<file path="config.mk">
export PLATFORM = sky130hd
export DESIGN_NAME = vxe_vpu_cmd_disp
export DESIGN_NICKNAME = d
export VERILOG_FILES = /design/src/rtl/vxe_vpu_cmd_disp.sv
export SDC_FILE = /design/constraint.sdc
export NUM_CORES = 1
export LEC_CHECK = 0
export CORE_MARGIN = 5
export CORE_UTILIZATION = 40
export DETAILED_ROUTE_END_ITERATION = 12
export PLACE_DENSITY_LB_ADDON = 0.1
export RECOVER_POWER = 50
export SLEW_MARGIN = 20
export SYNTH_ARGS = -nofsm -noshare
export SYNTH_HDL_FRONTEND = slang
export SYNTH_SLANG_ARGS = --single-unit
</file>
<file path="constraint.sdc">
create_clock -name clk -period 7.25 [get_ports clk]
set_clock_uncertainty 0.2 [all_clocks]
set_input_delay 2.175 -clock clk [delete_from_list [all_inputs] [get_ports clk]]
set_output_delay 2.175 -clock clk [all_outputs]
set_load 0.03 [all_outputs]
</file>
<file path="src/rtl/vxe_vpu_cmd_disp.sv">
// VPU command dispatcher: pops show-ahead FIFO commands and issues them one at a time
// to the register update ECU or the vector execute ECU, with per-thread ordering and SYNC.
module vxe_vpu_cmd_disp (
  input  logic        clk,
  input  logic        rst,
  input  logic        i_vld,
  output logic        o_rd,
  input  logic [4:0]  i_op,
  input  logic [2:0]  i_th,
  input  logic [47:0] i_pl,
  output logic [4:0]  o_cmd_op,
  output logic [2:0]  o_cmd_th,
  output logic [47:0] o_cmd_pl,
  output logic        o_regu_disp,
  input  logic        i_regu_done,
  output logic        o_exec_disp,
  input  logic        i_exec_done,
  output logic        o_sync,
  output logic        o_busy,
  output logic        o_err
);

  // Opcode encodings mirror vxe_ctrl_unit_cmds.vh
  localparam logic [4:0] OP_NOP    = 5'h00;
  localparam logic [4:0] OP_SETACC = 5'h01;
  localparam logic [4:0] OP_SETVL  = 5'h02;
  localparam logic [4:0] OP_SETEN  = 5'h03;
  localparam logic [4:0] OP_SETRS  = 5'h04;
  localparam logic [4:0] OP_SETRT  = 5'h05;
  localparam logic [4:0] OP_SETRD  = 5'h06;
  localparam logic [4:0] OP_PROD   = 5'h08;
  localparam logic [4:0] OP_STORE  = 5'h09;
  localparam logic [4:0] OP_SYNC   = 5'h0F;

  typedef enum logic [1:0] {
    S_IDLE  = 2'd0,
    S_RWAIT = 2'd1,
    S_SYNC  = 2'd2
  } state_t;

  state_t      r_state;
  state_t      w_state_nxt;
  logic        r_exec_busy;
  logic [2:0]  r_exec_th;
  logic [4:0]  r_cmd_op;
  logic [2:0]  r_cmd_th;
  logic [47:0] r_cmd_pl;
  logic        r_regu_disp;
  logic        r_exec_disp;
  logic        r_sync;
  logic        r_err;

  logic        w_is_regu;
  logic        w_is_exec;
  logic        w_is_nop;
  logic        w_is_sync;
  logic        w_eval;
  logic        w_rd;
  logic        w_acc_regu;
  logic        w_acc_exec;
  logic        w_acc_bad;
  logic        w_sync_set;

  always_comb begin
    w_is_regu = 1'b0;
    w_is_exec = 1'b0;
    w_is_nop  = 1'b0;
    w_is_sync = 1'b0;
    case (i_op)
      OP_SETACC, OP_SETVL, OP_SETEN,
      OP_SETRS, OP_SETRT, OP_SETRD: w_is_regu = 1'b1;
      OP_PROD, OP_STORE:            w_is_exec = 1'b1;
      OP_NOP:                       w_is_nop  = 1'b1;
      OP_SYNC:                      w_is_sync = 1'b1;
      default:                      ;
    endcase
  end

  // A regu done frees the dispatcher in the same cycle, so RWAIT+done behaves as IDLE
  always_comb begin
    w_state_nxt = r_state;
    w_rd        = 1'b0;
    w_acc_regu  = 1'b0;
    w_acc_exec  = 1'b0;
    w_acc_bad   = 1'b0;
    w_sync_set  = 1'b0;
    w_eval      = (r_state == S_IDLE) || ((r_state == S_RWAIT) && i_regu_done);

    case (r_state)
      S_RWAIT: if (i_regu_done) w_state_nxt = S_IDLE;
      S_SYNC: begin
        if (!r_exec_busy) begin
          w_sync_set  = 1'b1;
          w_state_nxt = S_IDLE;
        end
      end
      default: ;
    endcase

    if (w_eval && i_vld && !rst) begin
      if (w_is_nop) begin
        w_rd = 1'b1;
      end else if (w_is_regu) begin
        if (!(r_exec_busy && (i_th == r_exec_th))) begin
          w_rd        = 1'b1;
          w_acc_regu  = 1'b1;
          w_state_nxt = S_RWAIT;
        end
      end else if (w_is_exec) begin
        if (!r_exec_busy) begin
          w_rd       = 1'b1;
          w_acc_exec = 1'b1;
        end
      end else if (w_is_sync) begin
        w_rd        = 1'b1;
        w_state_nxt = S_SYNC;
      end else begin
        w_rd      = 1'b1;
        w_acc_bad = 1'b1;
      end
    end
  end

  always_ff @(posedge clk) begin
    if (rst) begin
      r_state     <= S_IDLE;
      r_exec_busy <= 1'b0;
      r_exec_th   <= '0;
      r_cmd_op    <= '0;
      r_cmd_th    <= '0;
      r_cmd_pl    <= '0;
      r_regu_disp <= 1'b0;
      r_exec_disp <= 1'b0;
      r_sync      <= 1'b0;
      r_err       <= 1'b0;
    end else begin
      r_state     <= w_state_nxt;
      r_regu_disp <= w_acc_regu;
      r_exec_disp <= w_acc_exec;
      r_sync      <= w_sync_set;
      if (w_acc_exec) begin
        r_exec_busy <= 1'b1;
        r_exec_th   <= i_th;
      end else if (i_exec_done) begin
        r_exec_busy <= 1'b0;
      end
      // Bus only moves on an accept, so it stays put while a regu command is outstanding
      if (w_acc_regu || w_acc_exec) begin
        r_cmd_op <= i_op;
        r_cmd_th <= i_th;
        r_cmd_pl <= i_pl;
      end
      if (w_acc_bad) r_err <= 1'b1;
    end
  end

  assign o_rd        = w_rd;
  assign o_cmd_op    = r_cmd_op;
  assign o_cmd_th    = r_cmd_th;
  assign o_cmd_pl    = r_cmd_pl;
  assign o_regu_disp = r_regu_disp;
  assign o_exec_disp = r_exec_disp;
  assign o_sync      = r_sync;
  assign o_err       = r_err;
  assign o_busy      = (r_state != S_IDLE) || r_exec_busy || r_regu_disp || r_exec_disp;

endmodule
</file>
Word-level counts from Yosys, hierarchy flattened
Index checks and enable logic that the tools add are counted.
{ "totals": {"regBits": 66, "in_bits": 61, "out_inout_bits": 62} }
{ "classes": {"eq_ne": 12, "muxes": 33, "bitwise": 1, "n_reduce_logical": 17} }
{ "ops": {"columns": ["cell", "count"], "rows": [
  ["1-bit 2-to-1 mux", 24],
  ["2-bit 2-to-1 mux", 8],
  ["5-bit by 3-bit equality test with 1-bit output, second input constant", 3],
  ["5-bit by 4-bit equality test with 1-bit output, second input constant", 3],
  ["5-bit by 2-bit equality test with 1-bit output, second input constant", 2],
  ["6-bit OR reduction", 1],
  ["5-bit by 1-bit equality test with 1-bit output, second input constant", 1],
  ["5-bit logical NOT", 1],
  ["1-bit logical OR", 5],
  ["1-bit logical AND", 4],
  ["2-bit case mux with 2 select lines", 1],
  ["2-bit nonzero test", 2],
  ["2-bit OR reduction", 2],
  ["3-bit equality test", 1],
  ["2-bit by 1-bit equality test with 1-bit output, second input constant", 1],
  ["2-bit equality test, second input constant", 1],
  ["2-bit logical NOT", 1],
  ["1-bit logical NOT", 1],
  ["1-bit inverter", 1]
]} }

Depth between registers and ports, before layout
{ "logic_depth": {"word_depth": 8, "ltp_mapped": 8} }

Least setup slack after synthesis
No wires, ideal clock.
{ "synth_path": {"path_kind": "input -> output", "start": "input i_op[1]", "end": "output o_rd", "t_arrival_ns": 3.920, "required_time_ns": 4.875, "slack_ns": 0.955, "path_stages": 6, "n_path_buf": 2, "path_cell_list": "buf_2 > nor3_1 > or4_1 > buf_2 > nor2_1 > nor4_1"} }
{ "synth_between": {"elab_chain_cells": 7, "word_cells_on_any_way": 18, "cone_classes": "eq/ne (8); mux (7); reduce/logical (3)"} }
{ "synth_rtl": {"columns": ["element", "line", "source"], "rows": [
  ["from (decl)", "8", "input logic [4:0] i_op,"],
  ["5-bit by 4-bit equality test with 1-bit output", "69", "case (i_op)"],
  ["2-bit OR reduction", "69", null],
  ["1-bit 2-to-1 mux", "69", null],
  ["1-bit 2-to-1 mux", "109", "end else if (w_is_exec) begin"],
  ["1-bit 2-to-1 mux", "103", "end else if (w_is_regu) begin"],
  ["1-bit 2-to-1 mux (*)", "101", "if (w_is_nop) begin"],
  ["1-bit 2-to-1 mux (*)", "100", "if (w_eval && i_vld && !rst) begin"],
  ["to (decl)", "7", "output logic o_rd,"]
]} }
Mark *: on every way between the ends. The rest lies on a longest branch, timed or not.

Final worst setup path
Ends and elaborated chain as after synthesis.

==> run metrics <==
Port-buffer cells=122; post-route insts no fill=roughly 740; Startpoint Class=input port; Setup WS pre-CTS=0.508 ns; Cells after Synth=509; Final GP Congestion=0.843; fin crit period=roughly 6.8 ns; worst reg2reg path depth=6; H-tree Lvls=3; largest net degree at the start of global routing=111; failing checks=max-capacitance violations, max-slew violations; Synth cell types=40; status=finished, violations left; CP max stage delay=0.70 ns; top cells by area, synth=dfxtp_1 29%, mux2i_1 11%, o211ai_2 11%; crit-path leading delay family=buffers and inverters; Mapped Area=4550 sq um; Peak Freq=146 MHz; Synth Flop Type=dfxtp_1; Clock Tree Root=clkbuf_16; wirelength, routed=around 14 mm; sum of negative setup slack=0 ns; cts hold-fix bufs=0; worst-skew pair later-pin latency=0.34 ns; first-pass GRT wire length=21.7 mm; worst r2r src=r_state[1]; Slew Viols, Final=172; area leader, netlist=dfxtp_1; post-synthesis mux area share=11.2%; Synth Area in Compound Gates=about a quarter; post-synthesis adder-cell area fraction=0.826%; Worst-Margin Slew=2.16 ns; peak supply drop=0.000147 V; Post-synth EDFFs=0; Final WS setup=0.412 ns; Worst Hold Depth=2; power per cell area=185 nW/um^2; Final nets=approximately 650; clk buf depth=2; RSZ-0062 raised after global routing=no; Synth warnings=0; CTS tree=done; Iteration-0 DRC Markers=321; Pre-Repair DR Iteration Count=4; flops & latches, synth=66; fill cell count=1041; DR WL/cell=roughly 19 um; largest family of logic cells by synthesized area=compound AO/OA/AOI/OAI gates; simple-gate share of the synthesized area=25.7%; layout cell share with drive strength beyond 1=12.0%; GRT Util Overall=around a fifth; die height=117 um; synthesized area per cell=8.93 sq um; Buf+Inv Stages, Crit Path=2; hold wc startpoint=o_err; post-synthesis sequential area ratio=29.1%; Vias/cell=5.84; Core Rows=39; Syn-to-layout area delta=32.8%; Setup violations, final=0; core footprint=11300 sq um; Max FO, Critical Path=9; cell total after placement=719; Initial Util=40.3%; period utilization=94.3%; crit path kind=input port to primary output; relative slew slack=-44.0%; cell with the largest stage delay on the worst path=dlygate4sd3_1; vias in the first global route=4363; syn_nets=573; post-CTS resize count=0; Crit. Startpoint=i_op[1]; antenna-violating nets left=0; critical path arrival=4.46 ns; initial antenna violation count=0; Clock Sinks=66; Die W=117 um; crit end category=primary output; total CTS buffers=9; postcts setup bufs=0; vias=4296; Worst-path clk slew=0.06 ns; leak pwr=2.11 nW; dpl hpwl=slightly below 8 mm; Final Hold Viols=0; ys async rst share=0%; Crit. path cell count=6; # IOs=123; Max-cap violations=2; WP data required=4.88 ns; Antenna diodes=0; post-synth top area share=between 20 and 30%; die area=13600 sq um; CP Cell Sequence=dlygate4sd3_1 > nor3_1 > or4_2 > nor2_1 > nor4_1 > clkdlybuf4s50_1; Hold Path Class=flop to flop; DRC Markers=0; GRT Residual Overflow=0; Synth Area in XOR/XNOR=0.578%
[area by class of cell]
cell class	count	area, sq um	area share, %
multi-input combinational	377	2940	48.7
sequential	66	1320	21.9
timing repair buffer	127	1250	20.7
clock buffer	11	243	4.02
tap	143	179	2.96
clock inverter	5	77.6	1.28
inverter	6	22.5	0.373
[synthesized netlist by cell type, types with 4 or more instances]
cell type,count
o311ai_0,10
dfxtp_1,66
mux2i_1,51
o211ai_2,40
nand3_1,4
nor2b_1,54
nand2_1,4
o21ai_0,4
a21oi_1,7
clkbuf_1,27
nor2_1,6
buf_6,5
o211ai_1,12
buf_1,10
o311ai_1,41
nor3_1,53
buf_2,17
and3_1,6
inv_1,6
nand4_1,4
nand2b_1,53
[state kept, by name, summed over array words and instances, names as in the netlist]
signal	count
o_cmd_op	5
r_exec_th	3
o_sync	1
r_exec_busy	1
r_state	2
o_err	1
o_cmd_th	3
o_regu_disp	1
o_cmd_pl	48
o_exec_disp	1
[stage by stage]
stage	hold slack (ns)	total power [mW]	utilization (%)	instance area, sq um
after global placement	0.237	0.658	50.7	5720
after floorplan	0.267	0.556	-	4550
after detailed placement	0.244	0.661	50.7	5720
final	0.249	1.12	53.6	6040
after CTS	0.257	1.14	53.6	6040
after global routing	0.292	1.16	53.6	6040
[path summary, 6_finish.rpt]
| kind | to | slack (ns) |
|---|---|---|
| max reg2reg | o_cmd_op[2] | 3.71 |
| max | o_rd | 0.41 |
| min | o_err | 0.25 |
| min reg2reg | o_err | 0.25 |
[worst min-delay path: cells and delay by family (launching register included)]
family	cells	cell delay [ns]
DFF	1	0.31
buffers and inverters	1	0.05
AOI/OAI and AO/OA	1	0.05
[power by group]
| group | switching (mW) | total [mW] | internal (mW) |
|---|---|---|---|
| clock | 0.166 | 0.476 | 0.309 |
| sequential | 0.0122 | 0.399 | 0.386 |
| combinational | 0.140 | 0.245 | 0.105 |
| total | 0.319 | 1.12 | 0.801 |
[per-layer routing]
layer | global-route usage, % | vias to the layer above | part of all wire [%]
li1 | - | 2074 | -
met1 | 26.2 | 2090 | 47
met2 | 32.2 | 120 | 47
met3 | 4.92 | 12 | 4.4
met4 | 6.12 | 0 | 1.1
met5 | 0 | - | 0
[cell usage in the layout (no fill, tap or decap), drive strengths merged, types with 2 or more instances in the layout]
cell type / instances
o21ai: 4
o211ai: 52
bufinv: 2
nand4: 4
and3: 6
a21oi: 7
xnor2: 3
o21a: 2
clkinv: 2
nand3: 4
mux2i: 51
buf: 5
dlygate4sd3: 62
a211o: 2
nor2: 6
or4b: 2
ha: 3
nor2b: 54
a31oi: 2
clkdlybuf4s50: 59
o311ai: 51
nor3: 54
nand2: 4
nand2b: 54
inv: 6
clkbuf: 12
nor4: 4
a221o: 2
dfxtp: 66
[kinds of logic after synthesis]
group / after synthesis
buffers and inverters: 66
AO/OA/AOI/OAI: 124
XOR/XNOR: 3
flip-flops: 66
adder cells (fa/ha/maj): 3
AND/OR/NAND/NOR: 196
multiplexers: 51
Power figures use the tool's default switching activity.
